**src/rtl/led_pattern_gen_if.sv**
```systemverilog
// Bundle between the board switches and the LED pattern engine.
// Master drives run/mode/speed; slave returns led and step_pulse.
interface led_pattern_gen_if #(
    parameter int N_LED = 8
);
    logic             run;
    logic [1:0]       mode;
    logic [1:0]       speed;
    logic [N_LED-1:0] led;
    logic             step_pulse;

    modport master (
        output run,
        output mode,
        output speed,
        input  led,
        input  step_pulse
    );

    modport slave (
        input  run,
        input  mode,
        input  speed,
        output led,
        output step_pulse
    );
endinterface

```
**src/rtl/led_pattern_gen.sv**
```systemverilog
// LED pattern engine: rotate-left/right, ping-pong and bar-fill on N_LED pins.
// Ports: clk_50, rst_n (async, active-low), bus (slave: run/mode/speed in, led/step_pulse out).
module led_pattern_gen #(
    parameter int N_LED          = 8,
    parameter int STEP_CYCLES    = 25000000,
    parameter bit LED_ACTIVE_LOW = 1'b1
) (
    input  logic              clk_50,
    input  logic              rst_n,
    led_pattern_gen_if.slave  bus
);

    localparam int CW = $clog2(STEP_CYCLES);

    localparam logic [N_LED-1:0] LED_MASK  = {N_LED{LED_ACTIVE_LOW}};
    localparam logic [N_LED-1:0] START_MSB = {1'b1, {(N_LED-1){1'b0}}};
    localparam logic [N_LED-1:0] START_LSB = {{(N_LED-1){1'b0}}, 1'b1};

    typedef enum logic [1:0] {
        M_ROT_L = 2'd0,
        M_ROT_R = 2'd1,
        M_PING  = 2'd2,
        M_BAR   = 2'd3
    } mode_e;

    mode_e            mode_q, mode_d, mode_in;
    logic [CW-1:0]    cnt_q, cnt_d;
    logic             dir_q, dir_d;
    logic [N_LED-1:0] pat_q, pat_d;
    logic [N_LED-1:0] led_q, led_d;
    logic             step_q, step_d;

    logic [31:0]      period;
    logic             tc;
    logic             one_hot;

    function automatic logic [N_LED-1:0] start_pat(mode_e m);
        logic [N_LED-1:0] r;
        r = '0;
        unique case (m)
            M_ROT_L: r = START_MSB;
            M_ROT_R: r = START_LSB;
            M_PING:  r = START_LSB;
            M_BAR:   r = '0;
        endcase
        return r;
    endfunction

    always_comb begin
        mode_in = mode_e'(bus.mode);
        // >= rather than == so a shorter period mid-count steps at once
        period  = 32'(STEP_CYCLES) >> bus.speed;
        tc      = bus.run &&
                  ({{(32-CW){1'b0}}, cnt_q} >= (period - 32'd1));
        one_hot = (pat_q != '0) &&
                  ((pat_q & (pat_q - START_LSB)) == '0);

        mode_d = mode_q;
        cnt_d  = cnt_q;
        dir_d  = dir_q;
        pat_d  = pat_q;
        step_d = 1'b0;

        if (mode_in != mode_q) begin
            // reload wins; a coincident terminal count is dropped
            mode_d = mode_in;
            cnt_d  = '0;
            dir_d  = 1'b0;
            pat_d  = start_pat(mode_in);
        end else if (tc) begin
            cnt_d  = '0;
            step_d = 1'b1;
            unique case (mode_q)
                M_ROT_L: begin
                    if (one_hot)
                        pat_d = {pat_q[N_LED-2:0], pat_q[N_LED-1]};
                    else
                        pat_d = start_pat(mode_q);
                end
                M_ROT_R: begin
                    if (one_hot)
                        pat_d = {pat_q[0], pat_q[N_LED-1:1]};
                    else
                        pat_d = start_pat(mode_q);
                end
                M_PING: begin
                    if (!one_hot) begin
                        pat_d = start_pat(mode_q);
                        dir_d = 1'b0;
                    end else begin
                        if (!dir_q)
                            pat_d = pat_q << 1;
                        else
                            pat_d = pat_q >> 1;
                        // turn around on arrival so endpoints show once
                        if (pat_d[N_LED-1])
                            dir_d = 1'b1;
                        else if (pat_d[0])
                            dir_d = 1'b0;
                    end
                end
                M_BAR: begin
                    if (&pat_q)
                        pat_d = '0;
                    else
                        pat_d = {pat_q[N_LED-2:0], 1'b1};
                end
            endcase
        end else if (bus.run) begin
            cnt_d = cnt_q + CW'(1);
        end

        led_d = pat_d ^ LED_MASK;
    end

    always_ff @(posedge clk_50 or negedge rst_n) begin
        if (!rst_n) begin
            mode_q <= M_ROT_L;
            cnt_q  <= '0;
            dir_q  <= 1'b0;
            pat_q  <= START_MSB;
            led_q  <= START_MSB ^ LED_MASK;
            step_q <= 1'b0;
        end else begin
            mode_q <= mode_d;
            cnt_q  <= cnt_d;
            dir_q  <= dir_d;
            pat_q  <= pat_d;
            led_q  <= led_d;
            step_q <= step_d;
        end
    end

    assign bus.led        = led_q;
    assign bus.step_pulse = step_q;

endmodule

```
**src/flat_wrapper.sv**
```systemverilog
// flat-port wrapper written by rule: the top's interface ports become plain ports
module led_pattern_gen_flat 
#(
    parameter int N_LED          = 8,
    parameter int STEP_CYCLES    = 25000000,
    parameter bit LED_ACTIVE_LOW = 1'b1
)
  (clk_50, rst_n, bus_run, bus_mode, bus_speed, bus_led, bus_step_pulse);
  led_pattern_gen_if #(.N_LED(N_LED)) bus_i ();
  input  logic clk_50;
  input  logic rst_n;
  input wire logic [$bits(bus_i.run)-1:0] bus_run;
  input wire logic [$bits(bus_i.mode)-1:0] bus_mode;
  input wire logic [$bits(bus_i.speed)-1:0] bus_speed;
  output wire logic [$bits(bus_i.led)-1:0] bus_led;
  output wire logic [$bits(bus_i.step_pulse)-1:0] bus_step_pulse;
  assign bus_i.run = bus_run;
  assign bus_i.mode = bus_mode;
  assign bus_i.speed = bus_speed;
  assign bus_led = bus_i.led;
  assign bus_step_pulse = bus_i.step_pulse;
  led_pattern_gen #(.N_LED(N_LED), .STEP_CYCLES(STEP_CYCLES), .LED_ACTIVE_LOW(LED_ACTIVE_LOW)) u_core (.clk_50(clk_50), .rst_n(rst_n), .bus(bus_i));
endmodule
```
**config.mk**
```make
export PLATFORM = sky130hd
export DESIGN_NAME = led_pattern_gen_flat
export DESIGN_NICKNAME = d
export VERILOG_FILES = /design/src/rtl/led_pattern_gen_if.sv /design/src/rtl/led_pattern_gen.sv /design/src/flat_wrapper.sv
export SDC_FILE = /design/constraint.sdc
export NUM_CORES = 1
export LEC_CHECK = 0
export ABC_AREA = 0
export ABC_CLOCK_PERIOD_IN_PS = 5100
export BUFFER_PORTS_ARGS = -buffer_cell sky130_fd_sc_hd__buf_4
export CAP_MARGIN = 20
export CORE_MARGIN = 2
export CORE_UTILIZATION = 40
export DETAILED_ROUTE_END_ITERATION = 10
export PLACE_DENSITY_LB_ADDON = 0.3
export REMOVE_ABC_BUFFERS = 1
export SETUP_SLACK_MARGIN = 0.5
export SLEW_MARGIN = 20
export SYNTH_ARGS = -nofsm -noshare
export SYNTH_HDL_FRONTEND = slang
export SYNTH_SLANG_ARGS = --single-unit
export TNS_END_PERCENT = 20
```
**constraint.sdc**
```tcl
create_clock -name clk_50 -period 5.1 [get_ports clk_50]
set_clock_uncertainty 0.05 [all_clocks]
set_input_delay 0.255 -clock clk_50 [delete_from_list [all_inputs] [get_ports clk_50]]
set_output_delay 0.255 -clock clk_50 [all_outputs]
set_load 0.005 [all_outputs]
```
# Word level (Yosys, flattened, before mapping)

Cells that the tools add are included.

Bitwise logic cells: 2
Equality and inequality tests: 8
Add/sub/neg operators: 3
Reductions and logical operators: 12
Muxes and demuxes: 24
Shifts and indexed selects: 1
Order comparisons: 1

Operator list:

| kind                                                                  | number |
|---|---|
| 8-bit two-way mux                                                     | 11 |
| 25-bit two-way mux                                                    | 3 |
| 25-bit by 32-bit greater-or-equal comparator with 1-bit output        | 1 |
| 8-bit one-hot mux with 4 select lines                                 | 1 |
| 25-bit by 2-bit right shift with 32-bit output (first input constant) | 1 |
| 32-bit by 1-bit subtractor with 32-bit output (second input constant) | 1 |
| 25-bit by 1-bit adder with 25-bit output (second input constant)      | 1 |
| 8-bit one-hot mux with 3 select lines                                 | 1 |
| 8-bit AND                                                             | 1 |
| 2-bit == test (second input constant)                                 | 4 |
| 8-bit logical NOT                                                     | 1 |
| 1-bit two-way mux                                                     | 8 |
| 8-bit NOT                                                             | 1 |
| 8-bit AND reduction                                                   | 1 |
| 8-bit nonzero test                                                    | 1 |
| 8-bit by 1-bit subtractor with 8-bit output (second input constant)   | 1 |
| 2-bit by 1-bit == test with 1-bit output (second input constant)      | 2 |
| 2-bit logical NOT                                                     | 2 |
| 4-bit != test (second input constant)                                 | 1 |
| 2-bit nonzero test                                                    | 2 |
| 3-bit AND reduction                                                   | 1 |
| 3-bit nonzero test                                                    | 1 |
| 1-bit logical AND                                                     | 2 |
| 2-bit != test                                                         | 1 |
| 2-bit OR reduction                                                    | 1 |

Bits of input ports: 7
Register bits after elaboration: 45

# Depth between registers and ports, before layout

Gate-level depths: netlist of the first run.

Word-level depth: 14
Gate-level depth with buffers: 14

# Worst setup path before layout of the first run

No wires, ideal clock.

Path type: input -> register
Start point: input port bus_speed[0]
End point: register u_core.dir_q
Data arrival time: 2.572 ns
Buffers on the path: 1
Cell stages on the path: 12
Slack: 2.358 ns
Cell sequence: inv_1 -> nand2_1 -> ha_1 -> ha_1 -> a211o_1 -> a221o_1 -> a221oi_2 -> o211ai_2 -> and2_1 -> buf_6 -> a32o_1 -> a31o_1

Cells in the longest elaborated chain, start to end: 6

Ends and longest elaborated chain:

| what                                                           | RTL line               | text |
|---|---|---|
| start: declaration                                             | flat_wrapper.sv:14     | `input wire logic [$bits(bus_i.speed)-1:0] bus_speed;` |
| 25-bit by 2-bit right shift with 32-bit output                 | led_pattern_gen.sv:52  | `period = 32'(STEP_CYCLES) >> bus.speed;` |
| 32-bit by 1-bit subtractor with 32-bit output                  | led_pattern_gen.sv:54  | `({{(32-CW){1'b0}}, cnt_q} >= (period - 32'd1));` |
| 25-bit by 32-bit greater-or-equal comparator with 1-bit output | led_pattern_gen.sv:54  |  |
| 1-bit logical AND                                              | led_pattern_gen.sv:53  | `tc = bus.run &&` |
| 2-bit nonzero test (no line)                                   | -                      |  |
| 3-bit AND reduction (no line)                                  | -                      |  |
| end signal: assignment                                         | led_pattern_gen.sv:127 | `dir_q <= dir_d;` |
| end: declaration                                               | led_pattern_gen.sv:28  | `logic dir_q, dir_d;` |

No other way between the ends.
A chain may end at the register's enable or synchronous reset.

# Worst setup path in the final report of the first run

Start point: register u_core.cnt_q[15]
End point: register u_core.cnt_q[20]

Cells in the longest elaborated chain, start to end: 4
Elaborated cells on any way between the ends: 7
Classes of those cells: add/sub: 1; order compare: 1; mux: 3; reduce/logical: 2

Ends and longest elaborated chain:

| what                                                                                                                       | RTL line                                      | text |
|---|---|---|
| start: declaration                                                                                                         | led_pattern_gen.sv:27                         | `logic [CW-1:0] cnt_q, cnt_d;` |
| start signal: assignment                                                                                                   | led_pattern_gen.sv:126                        | `cnt_q <= cnt_d;` |
| 25-bit by 1-bit adder with 25-bit output or 25-bit by 32-bit greater-or-equal comparator with 1-bit output (tied branches) | led_pattern_gen.sv:110, led_pattern_gen.sv:54 |  |
| 25-bit two-way mux or 1-bit logical AND (tied branches)                                                                    | led_pattern_gen.sv:109, led_pattern_gen.sv:53 |  |
| 25-bit two-way mux                                                                                                         | led_pattern_gen.sv:70                         | `end else if (tc) begin` |
| 25-bit two-way mux                                                                                                         | led_pattern_gen.sv:64                         | `if (mode_in != mode_q) begin` |

Several ways; a longest one is shown, not always the timed one. The select of a mux whose other input is x is not followed.

==> results by group, run 1 <==
Flow run
  • Max-cap violations: 0

STA
  • Hold WS: 0.0365 ns
  • Final slew viol count: 0
  • Final Hold Viols: 0
  • RSZ-0062 raised after global routing: false
  • Setup_tns: 0 ns
  • Max frequency: 0.300 GHz
  • Tcrit/Tclk final: 0.653
  • Worst-margin pin slew: 0.774 ns
  • Final setup vio count: 0
  • Tmin final: 3.33 ns
  • Relative slew slack: 0.484

Global route
  • Grt ovf: 0
  • First-pass GRT wire length: 10800 µm
  • Number of global-route vias before repair: 2310
  • GRT Util Overall: 0.160
  • Antenna violations before repair: 0
  • Largest net degree at the start of global routing: 46

Route
  • DR pass1 iterations: 4
  • Final ANT Viol Nets: 0
  • Vias: 2459
  • DR vias/cell: 5.49
  • DRC Markers: 0
  • Total wire length: 6360 µm
  • Drt initial violations: 119
  • WL/cell: 14.2 µm

Synth
  • Syn_area_per_cell: 8.72 µm²
  • YS warnings: 0
  • Number of synthesized register bits: 45
  • Mapped Area: 3020 µm²
  • Prevailing post-synth register cell: dfrtp_1
  • Number of distinct library cells after synthesis: 57
  • Share of flip-flops with an asynchronous set or reset: 1.00
  • EDFF count, synth: 0
  • Syn Inst Count: 346
  • Sequential area share after synthesis: 0.377

Clocking
  • Clk pin slew, worst setup/hold paths: 0.09 ns
  • Sink Count: 45
  • CTS Buf Count: 5
  • CTS tree: built
  • Worst-skew pair later-pin latency: 0.30 ns
  • Clock tree buffer depth: 2
  • Post-CTS setup-driven buffer insertion count: 0
  • Htree depth: 2
  • Clock root buffer: clkbuf_8

Worst setup path
  • CP max FO: 23
  • Worst reg2reg path depth: 8
  • CP Class: reg -> reg
  • Reg2Reg Capture Point: u_core.cnt_q[20]$_DFFE_PN0P_
  • Required @ worst endpoint: 5.21 ns
  • CP arrival: 3.44 ns
  • Crit start category: flip-flop
  • Setup slack, reg-to-reg: 1.77 ns
  • Worst setup EP type: flip-flop
  • Worst flop-to-flop path startpoint: u_core.cnt_q[15]$_DFFE_PN0P_

Floorplan
  • Die X-Extent: 90.8 µm
  • Die height: 90.8 µm
  • Area of the die: 8250 µm²
  • Starting density of the core: 0.414
  • Row cnt: 31
  • Core ar.: 7290 µm²
  • Boundary Pins: 16

Pwr
  • Pwr Total: 0.785 mW
  • Seq pwr share: 0.477
  • Internal: 0.592 mW
  • Pwr Density: 238 nW/µm²
  • Sw power: 0.193 mW
  • Clock power frac: 0.407
  • VDD IR max: 0.117 mV
  • LEAKAGE: 1.43 nW
  • Switching share of power: 0.246
  • Gate power share: 0.116

Placed design
  • DP Wirelength: 4580 µm
  • GP Congestion: 0.945
  • Dpl cells: 439
  • Port-buffer cells: 15

Min path
  • Worst min path class: in -> reg
  • Hold Path Sink: u_core.mode_q[1]$_DFFE_PN0N_
  • Worst Hold Path Cells: 1
  • Hold_sp: bus_mode[1]

Cells and area
  • Area growth syn-to-layout: 9.29%
  • Ant diodes: 0
  • Non-filler instance count after layout: 448
  • Layout cells sized above 1: 0.103
  • Leading cell types in the layout, fill and taps excluded: nor2_1 (48), nand2_1 (37), dfrtp_1 (37), ha_1 (23), a21oi_1 (20)
  • Final nets: 378
  • Fill count: 745
  • Commonest non-fill, non-tap cell in the layout: nor2_1

Status
  • Status: complete, no violations
-- what timing repair did --
item	4_1_cts	5_1_grt
gates resized for setup	0	0
hold buffers	1	0
hold endpoints to repair	37	0
-- state kept, by name, summed over array words and instances (netlist names) --
| register | cells |
|---|---|
| u_core.bus.step_pulse | 1 |
| u_core.bus.led | 8 |
| u_core.cnt_q | 25 |
| u_core.pat_q | 8 |
| u_core.dir_q | 1 |
| u_core.mode_q | 2 |
-- cell families after synthesis --
logic type,Yosys count,share of synthesized area
other cells,1,0.00124
simple gates,131,0.204
flops,45,0.377
xor+xnor,23,0.0668
mux,4,0.0133
buf+inv,39,0.0556
compound gates,80,0.187
fa+ha+maj,23,0.0954
-- routing by layer --
layer,wire length (µm),vias to the layer above,track usage
met5,0,-,0
met4,109,0,0.0530
met3,199,10,0.0225
met2,2980,52,0.266
met1,3070,1174,0.214
li1,-,1223,-
-- worst max-delay path by stage --
stage / cells past startpoint / from / endpoint
3_3_place_gp: 12 / bus_speed[0] / u_core.cnt_q[17]$_DFFE_PN0P_
4_1_cts: 8 / u_core.cnt_q[15]$_DFFE_PN0P_ / u_core.cnt_q[6]$_DFFE_PN0P_
5_1_grt: 8 / u_core.cnt_q[15]$_DFFE_PN0P_ / u_core.cnt_q[20]$_DFFE_PN0P_
6_report: 8 / u_core.cnt_q[15]$_DFFE_PN0P_ / u_core.cnt_q[20]$_DFFE_PN0P_
2_1_floorplan: 11 / bus_speed[0] / u_core.cnt_q[10]$_DFFE_PN0P_
3_5_place_dp: 12 / bus_speed[0] / u_core.cnt_q[6]$_DFFE_PN0P_
-- layout make-up --
cell class                 count  area, µm²  share of cell area
multi-input combinational    263       1720               0.521
tap                           99        124              0.0376
inverter                      17       63.8              0.0194
clock inverter                 3       65.1              0.0197
timing repair buffer          16        123              0.0372
clock buffer                   5       68.8              0.0209
sequential                    45       1140               0.345
-- cells in the mapped netlist, types with 5 or more instances --
| master | instances | area, µm² |
|---|---|---|
| a21o_1 | 6 | 45.0 |
| a21oi_1 | 20 | 100 |
| and3_1 | 6 | 37.5 |
| buf_2 | 5 | 25.0 |
| clkbuf_1 | 15 | 56.3 |
| dfrtp_1 | 37 | 926 |
| dfstp_2 | 8 | 210 |
| ha_1 | 23 | 288 |
| inv_1 | 17 | 63.8 |
| nand2_1 | 37 | 139 |
| nand3_1 | 6 | 30.0 |
| nor2_1 | 48 | 180 |
| nor4_1 | 5 | 31.3 |
| o211ai_1 | 5 | 37.5 |
| o21ai_0 | 10 | 50.1 |
| xnor2_1 | 19 | 166 |
-- worst max-delay path, cell delays in order, from the launching register on --
cell and delay, ns:
dfrtp_1 0.46, ha_1 0.33, nand2_1 0.08, nor4_1 0.36, a221oi_2 0.10, o211ai_2 0.31
and2_1 0.69, nand2b_1 0.67, nor2_1 0.13
-- through the flow --
step	util	setup WS (ns)	cell area, µm²
after CTS	0.452	1.73	3300
after global routing	0.452	1.50	3300
after global placement	0.432	1.64	3150
final	0.452	1.77	3300
after detailed placement	0.432	1.54	3150
after floorplan	-	2.13	2920
-- power by group through the flow --
stage / Combinational (mW) / Clock, mW / Sequential, mW
after floorplan: 0.0591 / 0 / 0.378
after global placement: 0.0896 / 0 / 0.381
after detailed placement: 0.0905 / 0 / 0.381
after CTS: 0.0916 / 0.326 / 0.374
after global routing: 0.102 / 0.345 / 0.376
final: 0.0913 / 0.319 / 0.374
Note: power is estimated with default switching activity, not from simulation.
==> run 2: changes to the inputs <==
--- a/config.mk
+++ b/config.mk
@@ -6,7 +6,7 @@
 export NUM_CORES = 1
 export LEC_CHECK = 0
 export ABC_AREA = 0
-export ABC_CLOCK_PERIOD_IN_PS = 5100
+export ABC_CLOCK_PERIOD_IN_PS = 2900
 export BUFFER_PORTS_ARGS = -buffer_cell sky130_fd_sc_hd__buf_4
 export CAP_MARGIN = 20
 export CORE_MARGIN = 2
==> constraint.sdc (replaced) <==
create_clock -name clk_50 -period 2.9 [get_ports clk_50]
set_clock_uncertainty 0.05 [all_clocks]
set_input_delay 0.145 -clock clk_50 [delete_from_list [all_inputs] [get_ports clk_50]]
set_output_delay 0.145 -clock clk_50 [all_outputs]
set_load 0.005 [all_outputs]
==> results by group, run 2 (synthesis gave the netlist of run 1 again) <==
Floorplan
  • Core ar.: 7290 µm² (unchanged)
  • Boundary Pins: 16 (unchanged)
  • Row cnt: 31 (unchanged)
  • Die X-Extent: 90.8 µm (unchanged)
  • Area of the die: 8250 µm² (unchanged)
  • Die height: 90.8 µm (unchanged)
  • Starting density of the core: 0.414 (unchanged)

Clocking
  • Htree depth: 2 (unchanged)
  • Sink Count: 45 (unchanged)
  • Clk pin slew, worst setup/hold paths: 0.09 ns (about the same)
  • Worst-skew pair later-pin latency: 0.31 ns (was 0.30 ns)
  • CTS Buf Count: 5 (unchanged)
  • CTS tree: built (unchanged)
  • Clock tree buffer depth: 2 (unchanged)
  • Clock root buffer: clkbuf_8 (unchanged)

Cells and area
  • Leading cell types in the layout, fill and taps excluded: nor2_1 (48), nand2_1 (37), dfrtp_1 (36), buf_4 (34), ha_1 (21) (was nor2_1 (48), nand2_1 (37), dfrtp_1 (37), ha_1 (23), a21oi_1 (20))
  • Register area: 1140 µm² (about the same)
  • Fill count: 709 (was 745)
  • Multi-input gate area: 1750 µm² (was 1720 µm²)
  • Ant diodes: 0 (unchanged)
  • Area growth syn-to-layout: 15.2% (was 9.29%)
  • Commonest non-fill, non-tap cell in the layout: nor2_1 (unchanged)
  • Final nets: 400 (was 378)
  • Max FFs per register: 25 (unchanged)
  • Layout cells sized above 1: 0.162 (was 0.103)
  • Most flops, register: u_core.cnt_q (unchanged)

Flow run
  • Max-cap violations: 0 (unchanged)

Placed design
  • DP Wirelength: 4700 µm (was 4580 µm)
  • Port-buffer cells: 15 (unchanged)
  • GP Congestion: 0.941 (was 0.945)

Worst setup path
  • Worst setup path start: u_core.cnt_q[5]$_DFFE_PN0P_ (was u_core.cnt_q[15]$_DFFE_PN0P_)
  • Setup slack, reg-to-reg: 0.39 ns (was 1.77 ns)
  • CP arrival: 2.69 ns (was 3.44 ns)
  • CP Class: reg -> reg (unchanged)
  • Setup crit end: u_core.cnt_q[2]$_DFFE_PN0P_ (was u_core.cnt_q[20]$_DFFE_PN0P_)
  • Worst flop-to-flop path startpoint: u_core.cnt_q[5]$_DFFE_PN0P_ (was u_core.cnt_q[15]$_DFFE_PN0P_)
  • Worst reg2reg path depth: 8 (unchanged)
  • CP max stage cell: dfrtp_1 (was and2_1)
  • Crit path largest cell delay: 0.43 ns (was 0.69 ns)
  • Worst setup EP type: flip-flop (unchanged)
  • Crit path cell chain: ha_4 > a211o_1 > a221o_1 > a221oi_2 > o211ai_2 > or2_1 > or3b_1 > a21oi_1 (was ha_1 > nand2_1 > nor4_1 > a221oi_2 > o211ai_2 > and2_1 > nand2b_1 > nor2_1)
  • Crit start category: flip-flop (unchanged)
  • CP max FO: 4 (was 23)
  • Reg2Reg Capture Point: u_core.cnt_q[2]$_DFFE_PN0P_ (was u_core.cnt_q[20]$_DFFE_PN0P_)
  • Required @ worst endpoint: 3.08 ns (was 5.21 ns)

Global route
  • Grt met1 use: 0.204 (was 0.214)
  • First-pass GRT wire length: 11600 µm (was 10800 µm)
  • GRT Util Overall: 0.171 (was 0.160)
  • Grt ovf: 0 (unchanged)
  • Fraction of met2 tracks used by global routing: 0.299 (was 0.266)
  • Largest net degree at the start of global routing: 46 (unchanged)
  • Met3 Use GR: 0.0434 (was 0.0225)
  • Number of global-route vias before repair: 2519 (was 2310)
  • Antenna violations before repair: 0 (unchanged)
  • Top Usage Layer GRT: met2 (unchanged)

Route
  • DRC Markers: 0 (unchanged)
  • Vias: 2595 (was 2459)
  • DR vias/cell: 5.52 (was 5.49)
  • DR pass1 iterations: 4 (unchanged)
  • WL/cell: 14.3 µm (was 14.2 µm)
  • Final ANT Viol Nets: 0 (unchanged)
  • Drt initial violations: 86 (was 119)
  • Total wire length: 6730 µm (was 6360 µm)

Pwr
  • Pwr Density: 363 nW/µm² (was 238 nW/µm²)
  • Pwr Total: 1.26 mW (was 0.785 mW)
  • VDD IR max: 0.188 mV (was 0.117 mV)
  • LEAKAGE: 1.53 nW (was 1.43 nW)

STA
  • Max frequency: 0.399 GHz (was 0.300 GHz)
  • Tmin final: 2.51 ns (was 3.33 ns)
  • Worst-margin pin slew: 0.573 ns (was 0.774 ns)
  • Setup_tns: 0 ns (unchanged)
  • Relative slew slack: 0.618 (was 0.484)
  • RSZ-0062 raised after global routing: true (was false)
  • Tcrit/Tclk final: 0.864 (was 0.653)
  • Final Hold Viols: 0 (unchanged)
  • Final setup vio count: 0 (unchanged)
  • Final slew viol count: 0 (unchanged)

Min path
  • Worst Hold Path Cells: 2 (was 1)
  • Hold_sp: bus_run (was bus_mode[1])
  • Worst min path class: in -> reg (unchanged)

Status
  • Status: complete, no violations (unchanged)
[run 2: routing by layer]
metal,part of all wire,up-vias
li1,-,1264
met1,0.44,1253
met2,0.50,65
met3,0.041,13
met4,0.017,0
met5,0,-
[run 2: worst min-delay path by stage]
stage / end / slack [ns]
final: u_core.bus.step_pulse$_DFF_PN0_ / 0.11
after global routing: u_core.bus.step_pulse$_DFF_PN0_ / 0.11
after CTS: u_core.bus.step_pulse$_DFF_PN0_ / 0.11
after detailed placement: u_core.cnt_q[10]$_DFFE_PN0P_ / 0.14
after global placement: u_core.cnt_q[9]$_DFFE_PN0P_ / 0.13
after floorplan: u_core.bus.led[7]$_DFF_PN0_ / -0.20
[run 2: area by class of cell]
cell class,instances,area share
sequential,45,0.327
timing repair buffer,38,0.0878
clock inverter,2,0.00396
clock buffer,6,0.0238
tap,99,0.0356
multi-input combinational,263,0.503
inverter,17,0.0184
[run 2: power breakdown]
part           internal (mW)  switching [mW]
clock                  0.194           0.230
sequential             0.640          0.0185
combinational         0.0708           0.109
total                  0.905           0.358
[run 2: stage by stage]
step	setup WS [ns]	cell area, µm²	util	cells	hold WS (ns)
6_report	0.394	3480	0.477	470	0.113
5_1_grt	0.288	3480	0.477	470	0.106
4_1_cts	0.290	3400	0.466	464	0.108
3_5_place_dp	0.0199	3250	0.445	450	0.137
3_3_place_gp	0.0872	3250	0.445	450	0.130
2_1_floorplan	0.0429	2920	-	325	-0.201
[run 2: worst max-delay path, delay by kind of cell, from the launching register on]
family / cells / cell delay (ns)
AOI/OAI and AO/OA: 5 / 1.09
and+or+nand+nor: 2 / 0.63
DFF: 1 / 0.43
adders and majority gates: 1 / 0.23
[run 2: repair_timing]
action                     in CTS  in global routing
resized for setup               0                  5
gates cloned                    0                  0
setup endpoints to repair      40                 41
setup buffers                   3                  6
hold endpoints to repair       39                  0
pin swaps                       9                 11
hold buffers                    3                  0
==> run 3: changes to the inputs <==
==> constraint.sdc (replaced) <==
create_clock -name clk_50 -period 2.9 [get_ports clk_50]
set_clock_uncertainty 0.05 [all_clocks]
set_input_delay 0.435 -clock clk_50 [delete_from_list [all_inputs] [get_ports clk_50]]
set_output_delay 0.435 -clock clk_50 [all_outputs]
set_load 0.005 [all_outputs]
==> results by group, run 3 (synthesis gave the netlist of run 1 again) <==
Floorplan
  • Boundary Pins: 16 (unchanged)
  • Row cnt: 31 (unchanged)
  • Die X-Extent: 90.8 µm (unchanged)
  • Core ar.: 7290 µm² (unchanged)
  • Starting density of the core: 0.414 (unchanged)
  • Die height: 90.8 µm (unchanged)
  • Area of the die: 8250 µm² (unchanged)

Worst setup path
  • Required @ worst endpoint: 3.07 ns (was 3.08 ns)
  • Worst setup EP type: flip-flop (unchanged)
  • Crit start category: input port (was flip-flop)
  • CP max FO: 4 (unchanged)
  • Crit path largest cell delay: 0.40 ns (was 0.43 ns)
  • CP max stage cell: or3b_1 (was dfrtp_1)
  • CP arrival: 2.81 ns (was 2.69 ns)
  • CP Class: in -> reg (was reg -> reg)
  • Crit path cell chain: buf_12 > clkinv_8 > nand2_4 > ha_4 > nand2_4 > ha_4 > and4b_1 > a221o_1 > a221oi_2 > o211ai_2 > or2_1 > or3b_1 > a21oi_2 (was ha_4 > a211o_1 > a221o_1 > a221oi_2 > o211ai_2 > or2_1 > or3b_1 > a21oi_1)
  • Worst reg2reg path depth: 8 (unchanged)

Cells and area
  • Commonest non-fill, non-tap cell in the layout: nor2_1 (unchanged)
  • Final nets: 403 (was 400)
  • Max FFs per register: 25 (unchanged)
  • Leading cell types in the layout, fill and taps excluded: nor2_1 (45), dfrtp_1 (35), nand2_1 (31), buf_4 (31) (was nor2_1 (48), nand2_1 (37), dfrtp_1 (36), buf_4 (34), ha_1 (21))
  • Final Util: 0.506 (was 0.477)
  • Ant diodes: 0 (unchanged)
  • Fill count: 700 (was 709)
  • Area growth syn-to-layout: 22.2% (was 15.2%)
  • Most flops, register: u_core.cnt_q (unchanged)
  • Post-route cell area: 3690 µm² (was 3480 µm²)
  • Layout cells sized above 1: 0.230 (was 0.162)

Clocking
  • Htree depth: 2 (unchanged)
  • Clock tree buffer depth: 2 (unchanged)
  • Worst-skew pair later-pin latency: 0.29 ns (was 0.31 ns)
  • Sink Count: 45 (unchanged)
  • CTS tree: built (unchanged)
  • Cts hold-fix bufs: 0 (was 3)
  • Clock root buffer: clkbuf_8 (unchanged)
  • Clk pin slew, worst setup/hold paths: 0.09 ns (about the same)
  • CTS Buf Count: 5 (unchanged)

STA
  • Tcrit/Tclk final: 0.910 (was 0.864)
  • Worst-margin pin slew: 0.568 ns (was 0.573 ns)
  • Max frequency: 0.379 GHz (was 0.399 GHz)
  • Final slew viol count: 0 (unchanged)
  • Relative slew slack: 0.621 (was 0.618)
  • RSZ-0062 raised after global routing: true (unchanged)
  • Final Hold Viols: 0 (unchanged)
  • Final setup vio count: 0 (unchanged)
  • Tmin final: 2.64 ns (was 2.51 ns)
  • Post-route setup slack: 0.260 ns (was 0.394 ns)

Pwr
  • VDD IR max: 0.220 mV (was 0.188 mV)
  • Pwr Total: 1.30 mW (was 1.26 mW)
  • Pwr Density: 354 nW/µm² (was 363 nW/µm²)
  • LEAKAGE: 1.59 nW (was 1.53 nW)

Route
  • Total wire length: 7280 µm (was 6730 µm)
  • DRC Markers: 0 (unchanged)
  • Drt initial violations: 156 (was 86)
  • DR vias/cell: 5.52 (about the same)
  • Final ANT Viol Nets: 0 (unchanged)
  • Vias: 2611 (was 2595)
  • WL/cell: 15.4 µm (was 14.3 µm)
  • DR pass1 iterations: 4 (unchanged)

Global route
  • First-pass GRT wire length: 12500 µm (was 11600 µm)
  • Top Usage Layer GRT: met2 (unchanged)
  • Fraction of met2 tracks used by global routing: 0.304 (was 0.299)
  • Antenna violations before repair: 0 (unchanged)
  • Number of global-route vias before repair: 2640 (was 2519)
  • Grt met1 use: 0.233 (was 0.204)
  • Met3 Use GR: 0.0334 (was 0.0434)
  • Grt ovf: 0 (unchanged)
  • GRT Util Overall: 0.182 (was 0.171)
  • Largest net degree at the start of global routing: 46 (unchanged)

Placed design
  • GP Congestion: 0.949 (was 0.941)
  • Setup WS pre-CTS: -0.250 ns (was 0.0199 ns)
  • DP Wirelength: 4780 µm (was 4700 µm)
  • Placed inst area: 3290 µm² (was 3250 µm²)
  • Port-buffer cells: 15 (unchanged)

Flow run
  • Max-cap violations: 0 (unchanged)

Status
  • Status: complete, no violations (unchanged)

Min path
  • Worst min path class: in -> async (was in -> reg)
==> run 3: routing by layer <==
metal / up-vias / wire [µm]
li1: 1265 / -
met1: 1253 / 3140
met2: 68 / 3630
met3: 25 / 291
met4: 0 / 223
met5: - / 0
==> run 3: what timing repair did <==
action,CTS,global route
resized for setup,23,26
setup buffers,7,3
setup endpoints to repair,43,43
pin swaps,12,11
==> run 3: area by class of cell <==
cell class	count	area [µm²]	area share
Clock buffer	7	96.3	0.0261
Clock inverter	1	5.00	0.00136
Inverter	17	76.3	0.0207
Multi-Input combinational cell	263	1890	0.512
Sequential cell	45	1140	0.309
Tap cell	99	124	0.0336
Timing Repair Buffer	41	360	0.0977
==> run 3: worst paths after layout <==
check,start,end,slack [ns]
min reg2reg,u_core.cnt_q[1]$_DFFE_PN0P_,u_core.cnt_q[1]$_DFFE_PN0P_,0.53
max,bus_speed[0],u_core.cnt_q[3]$_DFFE_PN0P_,0.26
max reg2reg,u_core.cnt_q[5]$_DFFE_PN0P_,u_core.cnt_q[3]$_DFFE_PN0P_,0.33
min in group clk_50,bus_mode[1],u_core.mode_q[1]$_DFFE_PN0N_,0.22
min,rst_n,u_core.cnt_q[21]$_DFFE_PN0P_,0.08
max in group asynchronous,rst_n,u_core.pat_q[0]$_DFF_PN0_,2.30
==> run 3: stage by stage <==
stage | setup TNS (ns) | hold WS, ns | instances
final | 0 | 0.0795 | 473
after detailed placement | -6.51 | 0.429 | 455
after floorplan | -5.16 | 0.0894 | 325
after global placement | -3.73 | 0.420 | 455
after CTS | 0 | 0.0983 | 470
after global routing | 0 | 0.125 | 473
==> run 3: power by group <==
| group | total [mW] | leakage [nW] | internal [mW] | switching [mW] |
|---|---|---|---|---|
| Combinational | 0.218 | 0.949 | 0.0928 | 0.126 |
| Sequential | 0.662 | 0.587 | 0.641 | 0.0213 |
| Clock | 0.424 | 0.0542 | 0.216 | 0.208 |
==> run 3: critical path, delay by kind of cell <==
| family | cells | cell delay [ns] |
|---|---|---|
| compound gates | 4 | 0.85 |
| fa+ha+maj | 2 | 0.37 |
| buf+inv | 2 | 0.16 |
| simple gates | 5 | 0.98 |
